--- config.mk ---
export PLATFORM = sky130hd
export DESIGN_NAME = vga_scanout
export DESIGN_NICKNAME = d
export VERILOG_FILES = /design/src/rtl/vga_scanout.sv
export SDC_FILE = /design/constraint.sdc
export NUM_CORES = 1
export LEC_CHECK = 0
export BUFFER_PORTS_ARGS = -buffer_cell sky130_fd_sc_hd__clkbuf_2
export CORE_MARGIN = 5
export CORE_UTILIZATION = 55
export CTS_CLUSTER_DIAMETER = 60
export CTS_CLUSTER_SIZE = 8
export DETAILED_ROUTE_END_ITERATION = 8
export PLACE_DENSITY_LB_ADDON = 0.15
export SYNTH_ARGS = -nofsm -noshare
export SYNTH_HDL_FRONTEND = slang
export SYNTH_SLANG_ARGS = --single-unit
--- constraint.sdc ---
create_clock -name clk_pix -period 8.6 [get_ports clk_pix]
set_input_delay 1.72 -clock clk_pix [delete_from_list [all_inputs] [get_ports clk_pix]]
set_output_delay 1.72 -clock clk_pix [all_outputs]
set_load 0.01 [all_outputs]
--- src/rtl/vga_scanout.sv ---
// Line-buffered VGA scanout. It fetches each upcoming line into a pixel FIFO during
// blanking and replays it against the timing inputs. Define VGA_SCANOUT_DOUBLE_EN for 2x horizontal doubling.
module vga_scanout #(
    parameter int          CORDW      = 11,
    parameter int          HA_END     = 1279,
    parameter int          VA_END     = 719,
    parameter int          SCREEN     = 740,
    parameter int          FIFO_DEPTH = 64,
    parameter logic [15:0] UFLOW_RGB  = 16'hF81F
) (
    input  logic             clk_pix,
    input  logic             rst_pix_n,
    input  logic [CORDW-1:0] sx,
    input  logic [CORDW-1:0] sy,
    input  logic             hsync,
    input  logic             vsync,
    input  logic             de,
    output logic             req_valid,
    input  logic             req_ready,
    output logic [CORDW-1:0] req_line,
    input  logic             pix_valid,
    output logic             pix_ready,
    input  logic [15:0]      pix_data,
    output logic [15:0]      rgb_o,
    output logic             hsync_o,
    output logic             vsync_o,
    output logic             de_o,
    output logic             underflow,
    output logic [1:0]       state_dbg
);
    localparam int AW = $clog2(FIFO_DEPTH);
`ifdef VGA_SCANOUT_DOUBLE_EN
    localparam int LINE_WORDS = (HA_END + 1) / 2;
`else
    localparam int LINE_WORDS = HA_END + 1;
`endif

    typedef enum logic [1:0] {IDLE = 2'd0, REQ = 2'd1, RECV = 2'd2} state_t;
    state_t state, state_nx;

    logic [CORDW-1:0] count, count_nx, req_line_nx, line_next, line_req;
    logic             line_end, trigger, pix_acc, push, pop, pop_slot;
    logic             fifo_full, fifo_empty;
    logic [15:0]      mem [FIFO_DEPTH];
    logic [AW-1:0]    wr_ptr, rd_ptr;
    logic [AW:0]      level;
    logic [15:0]      pix_now, rgb_s1;
    logic             hs_s1, vs_s1, de_s1, vs_q;

    assign line_next = (sy == CORDW'(SCREEN)) ? '0 : sy + 1'b1;
    assign line_end  = (sx == CORDW'(HA_END + 1));
    assign trigger   = line_end && (line_next <= CORDW'(VA_END));

`ifdef VGA_SCANOUT_DOUBLE_EN
    logic phase;
    // Each word covers two de cycles; it is popped on the second one.
    always_ff @(posedge clk_pix or negedge rst_pix_n) begin
        if (!rst_pix_n)    phase <= 1'b0;
        else if (line_end) phase <= 1'b0;
        else if (de)       phase <= ~phase;
    end
    assign pop_slot = phase;
    assign line_req = line_next >> 1;
`else
    assign pop_slot = 1'b1;
    assign line_req = line_next;
`endif

    // Both handshakes transfer on a rising edge where valid && ready; the source
    // holds its payload stable while valid is high and ready is low.
    assign req_valid  = (state == REQ);
    assign pix_ready  = (state == RECV) && !fifo_full;
    assign pix_acc    = pix_valid && pix_ready;
    assign push       = pix_acc && !line_end;
    assign fifo_full  = (level == (AW+1)'(FIFO_DEPTH));
    assign fifo_empty = (level == '0);
    assign pop        = de && !fifo_empty && pop_slot && !line_end;
    assign state_dbg  = state;

    always_ff @(posedge clk_pix or negedge rst_pix_n) begin
        if (!rst_pix_n) begin
            state    <= IDLE;
            count    <= '0;
            req_line <= '0;
        end else begin
            state    <= state_nx;
            count    <= count_nx;
            req_line <= req_line_nx;
        end
    end

    always_comb begin
        state_nx    = state;
        count_nx    = count;
        req_line_nx = req_line;
        case (state)
            IDLE: if (trigger) begin
                state_nx    = REQ;
                req_line_nx = line_req;
            end
            REQ: if (req_ready) begin
                state_nx = RECV;
                count_nx = '0;
            end
            RECV: if (pix_acc) begin
                if (count == CORDW'(LINE_WORDS - 1)) state_nx = IDLE;
                else                                 count_nx = count + 1'b1;
            end
            default: state_nx = IDLE;
        endcase
    end

    always_ff @(posedge clk_pix) begin
        if (push) mem[wr_ptr] <= pix_data;
    end

    // Leftovers from the previous line are discarded at the end of active video.
    always_ff @(posedge clk_pix or negedge rst_pix_n) begin
        if (!rst_pix_n) begin
            wr_ptr <= '0;
            rd_ptr <= '0;
            level  <= '0;
        end else if (line_end) begin
            wr_ptr <= '0;
            rd_ptr <= '0;
            level  <= '0;
        end else begin
            if (push) wr_ptr <= wr_ptr + 1'b1;
            if (pop)  rd_ptr <= rd_ptr + 1'b1;
            case ({push, pop})
                2'b10:   level <= level + 1'b1;
                2'b01:   level <= level - 1'b1;
                default: level <= level;
            endcase
        end
    end

    always_comb begin
        pix_now = 16'h0000;
        if (de) pix_now = fifo_empty ? UFLOW_RGB : mem[rd_ptr];
    end

    always_ff @(posedge clk_pix or negedge rst_pix_n) begin
        if (!rst_pix_n) begin
            rgb_s1  <= 16'h0000;
            hs_s1   <= 1'b1;
            vs_s1   <= 1'b1;
            de_s1   <= 1'b0;
            rgb_o   <= 16'h0000;
            hsync_o <= 1'b1;
            vsync_o <= 1'b1;
            de_o    <= 1'b0;
        end else begin
            rgb_s1  <= pix_now;
            hs_s1   <= hsync;
            vs_s1   <= vsync;
            de_s1   <= de;
            rgb_o   <= rgb_s1;
            hsync_o <= hs_s1;
            vsync_o <= vs_s1;
            de_o    <= de_s1;
        end
    end

    // Sticky until the frame sync starts; a missed line fetch also counts.
    always_ff @(posedge clk_pix or negedge rst_pix_n) begin
        if (!rst_pix_n) begin
            vs_q      <= 1'b1;
            underflow <= 1'b0;
        end else begin
            vs_q <= vsync;
            if (vs_q && !vsync)
                underflow <= 1'b0;
            else if ((de && fifo_empty) || (trigger && state != IDLE))
                underflow <= 1'b1;
        end
    end
endmodule

After elaboration in Yosys (flattened, before gate mapping):

Memories as Yosys holds them, arrays and structs flattened.
Index checks and enable logic that the tools add are counted.

* memory bits (writable): 1024
* output and inout bits: 35
* bits in registers: 82
* memories: 1
* word-level logic and storage cells: 83

* $add $sub $neg: 6
* reduce and logical (&&, ||, !) cells: 25
* equality and inequality tests: 13
* order comparisons: 1
* mux-type cells: 22

Memories
* mem: words 64, bits a word 16, rd ports 1, clocked after memory_dff 0, wr ports 1, RTL line 44 `logic [15:0] mem [FIFO_DEPTH];`

Operators by type and width (count)
* two-way mux 11 bit: 4
* two-way mux 16 bit: 2
* two-way mux 6 bit: 4
* adder 11 x 1 -> 11 bit (second input constant): 2
* equality test 11 bit (second input constant): 2
* one-hot mux 11 bit (2 select lines): 1
* one-hot mux 7 bit (2 select lines): 1
* adder 6 x 1 -> 6 bit (second input constant): 2
* equality test 11 x 10 -> 1 bit (second input constant): 1
* <= comparator 11 x 10 -> 1 bit (second input constant): 1
* nonzero test 2 bit: 5
* logical AND 1 bit: 9
* two-way mux 2 bit: 4
* AND reduction 4 bit: 2
* adder 7 x 1 -> 7 bit (second input constant): 1
* equality test 7 bit (second input constant): 1
* logical NOT 7 bit: 1
* two-way mux 7 bit: 1
* subtractor 7 x 1 -> 7 bit (second input constant): 1
* != test 2 bit (second input constant): 3
* one-hot mux 2 bit (3 select lines): 1
* equality test 2 x 1 -> 1 bit (second input constant): 2
* equality test 2 bit (second input constant): 2
* logical NOT 1 bit: 4
* other kinds (6): 10

Logic depth before layout (Yosys ltp):

* depth in word-level cells: 8
* gate-level depth with buffers: 12
* depth with buffers taken out: 11

Worst setup path before layout:

OpenSTA, ideal clock, no wires.

* path type: input -> register
* start point: in sx[8]
* end point: mem mem[32][0] (enable)
* setup slack: 3.605 ns
* stages: 7
* setup time: 0.430 ns
* data required time: 8.170 ns
* arrival time: 4.565 ns
* path through: nor3b_1 -> and3_1 -> buf_2 -> nand2b_1 -> or4b_1 -> clkbuf_1 -> nor4_1

* word-level cells in the longest chain between the ends: 5

RTL lines
* from (decl): RTL line 13 `input logic [CORDW-1:0] sx,`
* equality test 11 bit: RTL line 51 `assign line_end = (sx == CORDW'(HA_END + 1));`
* logical NOT 1 bit: RTL line 74 `assign push = pix_acc && !line_end;`
* logical AND 1 bit: RTL line 74
* two-way mux 1 bit: RTL line 114 `if (push) mem[wr_ptr] <= pix_data;`
* two-way mux 1 bit (not written as such): RTL line 114
* to (decl): RTL line 44

No other way between the ends.

Worst setup path in the final report:

* start point: in pix_valid
* end point: mem mem[34][12] (enable)

* word-level cells in the longest chain between the ends: 4

RTL lines
* from (decl): RTL line 21 `input logic pix_valid,`
* logical AND 1 bit: RTL line 73 `assign pix_acc = pix_valid && pix_ready;`
* logical AND 1 bit: RTL line 74
* two-way mux 1 bit: RTL line 114
* two-way mux 1 bit (not written as such): RTL line 114

No other way between the ends.

==> flow_summary.yaml <==
detailed_routing:
  drc_errors: 0
  wire_per_inst_um: 28.9
  drt-initial-drc-count: 2536
  vias_per_cell: 6.32
  ant_nets: 0
  routed-via-count: 21221
  routed_wl_um: 97000
  dr.pass1.iters: 5
finish:
  fin_util_pct: 63.7
  stdcell_count: 3357
  diodes: 0
  layout.nets: 2315
  drive_above_1_share_pct: 28.2
  n_fill_cell: 5186
  area_growth_pct: 14.8
clocking:
  cts_tree: "yes"
  ctsResizeCount: 0
  cts_htree_levels: 4
  cts_setup_buffers: 0
  cts_root_buffer: "clkbuf_16"
  cts-buffers-inserted: 156
  clock_latency_ps: 720
  cts_hold_buf: 0
  cts_sinks: 1106
  clk_pin_slew_ps: 50
  clk_path_buf_depth: 3
worst_setup_path:
  worstPathRequired_ps: 8920
  path_cells: "clkbuf_2 -> nand3b_1 -> a31oi_2 -> nand2b_1 -> or4b_1 -> nor3_2"
  critPathSlowestCell: "nor3_2"
  end_kind: "flop"
  path_class: "in2reg"
  r2r_slack_ps: 4560
  cp_max_fo: 16
  slowest_delay_ps: 990
  arrival_ps: 4600
  cp-start-kind: "input port"
min_path:
  hp-class: "reg2reg"
floorplan:
  die_w_um: 290
  rows: 102
  die_area_mm2: 0.0839
  core_mm2: 0.0775
  die_h_um: 290
  start_util_pct: 55.5
  io_pins: 80
sta:
  skew_ps: 18.1
  period_share_pct: 49.7
  worstMarginPinSlew_ps: 1250
  drv_slew: 0
  clock.fmax_mhz: 234
  fin_setup_tns_ps: 0
  period_needed_ps: 4270
  rsz0062_at_grt: "no"
  setup_violations: 0
  hold_viol: 0
  relSlewSlack_pct: 14.7
yosys:
  synth_edf_count: 1024
  ys.flop_type: "edfxtp_1"
  ys_ff_latch: 1106
  synthArstFlopShare_pct: 7.41
  syn-num-nets: 2088
  syn_area_mm2: 0.0430
  synthCells: 2035
  yosysSeqAreaShare_pct: 76.3
  yosysUniqueCellTypes: 72
  yosys_warnings: 0
  syn_avg_cell_area_um2: 21.1
power:
  p_per_area_mw_per_mm2: 314
  ir_drop_mv: 0.282
  p_leak_nw: 16.2
global_routing:
  antenna_found_initial: 1
  grt_max_degree: 141
  grt_use_total_pct: 23.5
  grt_pass1_vias: 21712
  grt_pass1_wl_um: 144000
  gr-total-overflow: 0
run_status:
  status: "finished clean"
place:
  place_inst: 3144
  routabilityCongestion: 0.898
  port_buffers: 79
  dp_hpwl_um: 57000
flow_run:
  drv_cap: 0
-- worst max-delay path, delay by kind of cell --
kind	cells	cell delay, ps
buffers and inverters	1	80
and+or+nand+nor	4	2170
AOI/OAI and AO/OA	1	610
-- metrics by stage --
step / hold WS [ps] / area [um2] / setup slack [ps] / total power [mW]
finish: 350 / 49400 / 4330 / 15.5
global route: 355 / 49400 / 4120 / 16.1
CTS: 345 / 49400 / 4370 / 15.6
detailed placement: 341 / 45000 / 3630 / 10.1
global placement: 336 / 45000 / 3730 / 10.1
floorplan: 331 / 43000 / 3600 / 8.88
-- sequential cells by signal, summed over array words and instances (netlist names), 2 cells and up --
signal	count
req_line	11
state_dbg	2
wr_ptr	6
count	11
mem	1024
rgb_s1	16
level	7
rd_ptr	6
rgb_o	16
-- cell families (layout without fill, tap and decap cells) --
family | after synthesis | after routing | synth area share, %
simple gates | 292 | 292 | 3.39
buf+inv | 117 | 399 | 1.31
flops | 1106 | 1106 | 76.3
fa+ha+maj | 8 | 8 | 0.233
mux | 330 | 330 | 15.6
compound gates | 155 | 155 | 2.70
xor+xnor | 27 | 27 | 0.550
-- power by group --
part	internal [mW]	switching, mW
Sequential	6.09	0.294
Combinational	1.63	2.01
Clock	3.39	2.11
-- routing by layer --
| metal | vias to the layer above | track usage (%) | routed length, um |
|---|---|---|---|
| met5 | - | 0 | 0 |
| met4 | 0 | 6.31 | 2080 |
| met3 | 150 | 4.72 | 8480 |
| met2 | 1033 | 35.0 | 44500 |
| met1 | 11128 | 36.6 | 41900 |
| li1 | 8910 | - | - |
-- cell type report --
type / count / area, um2 / share of cell area [%]
flip-flops and latches: 1106 / 32800 / 66.5
multi-input cells: 812 / 9680 / 19.6
clock buffers: 202 / 4180 / 8.47
well taps: 1040 / 1300 / 2.64
repair buffers: 177 / 1170 / 2.37
clock inverters: 11 / 195 / 0.395
inverters: 9 / 33.8 / 0.0684
-- layout by cell type (no fill, tap or decap), types with 10 or more instances in the layout --
cell type,n
a211oi_1,22
a21oi_1,12
a22o_1,10
a22oi_1,44
and3_1,13
buf_4,96
clkbuf_1,41
clkbuf_16,161
clkbuf_2,78
dfrtp_1,74
edfxtp_1,1024
mux2i_1,54
mux4_2,268
nand2_1,37
nand3_1,34
nand4_1,17
nor2_1,112
nor2b_1,14
nor3_1,11
o21ai_0,13
o221ai_1,10
xnor2_1,13
xor2_1,14
-- final timing paths --
path,startpoint,endpoint,cells after the start
setup / recovery,pix_valid,mem[34][12],6
hold / removal,rgb_s1[0],rgb_o[0],0
setup reg to reg,rd_ptr[0],rgb_s1[1],6
hold reg to reg,rgb_s1[0],rgb_o[0],0
max in group asynchronous,rst_pix_n,rd_ptr[0],1
min in group asynchronous,rst_pix_n,count[5],1
-- cell usage after synthesis (14+ instances only) --
master | instances | area [um2]
nor3_1 | 15 | 75.1
buf_2 | 31 | 155
edfxtp_1 | 1024 | 30700
nor2_1 | 112 | 420
nand3_1 | 34 | 170
mux2i_1 | 54 | 541
buf_4 | 15 | 113
xor2_1 | 14 | 123
a22oi_1 | 44 | 330
clkbuf_1 | 43 | 161
nand4_1 | 17 | 106
nor2b_1 | 14 | 87.6
nand2_1 | 37 | 139
dfrtp_1 | 78 | 1950
a211oi_1 | 22 | 165
buf_1 | 14 | 52.6
mux4_2 | 268 | 6040
(Power assumes the default switching activity.)
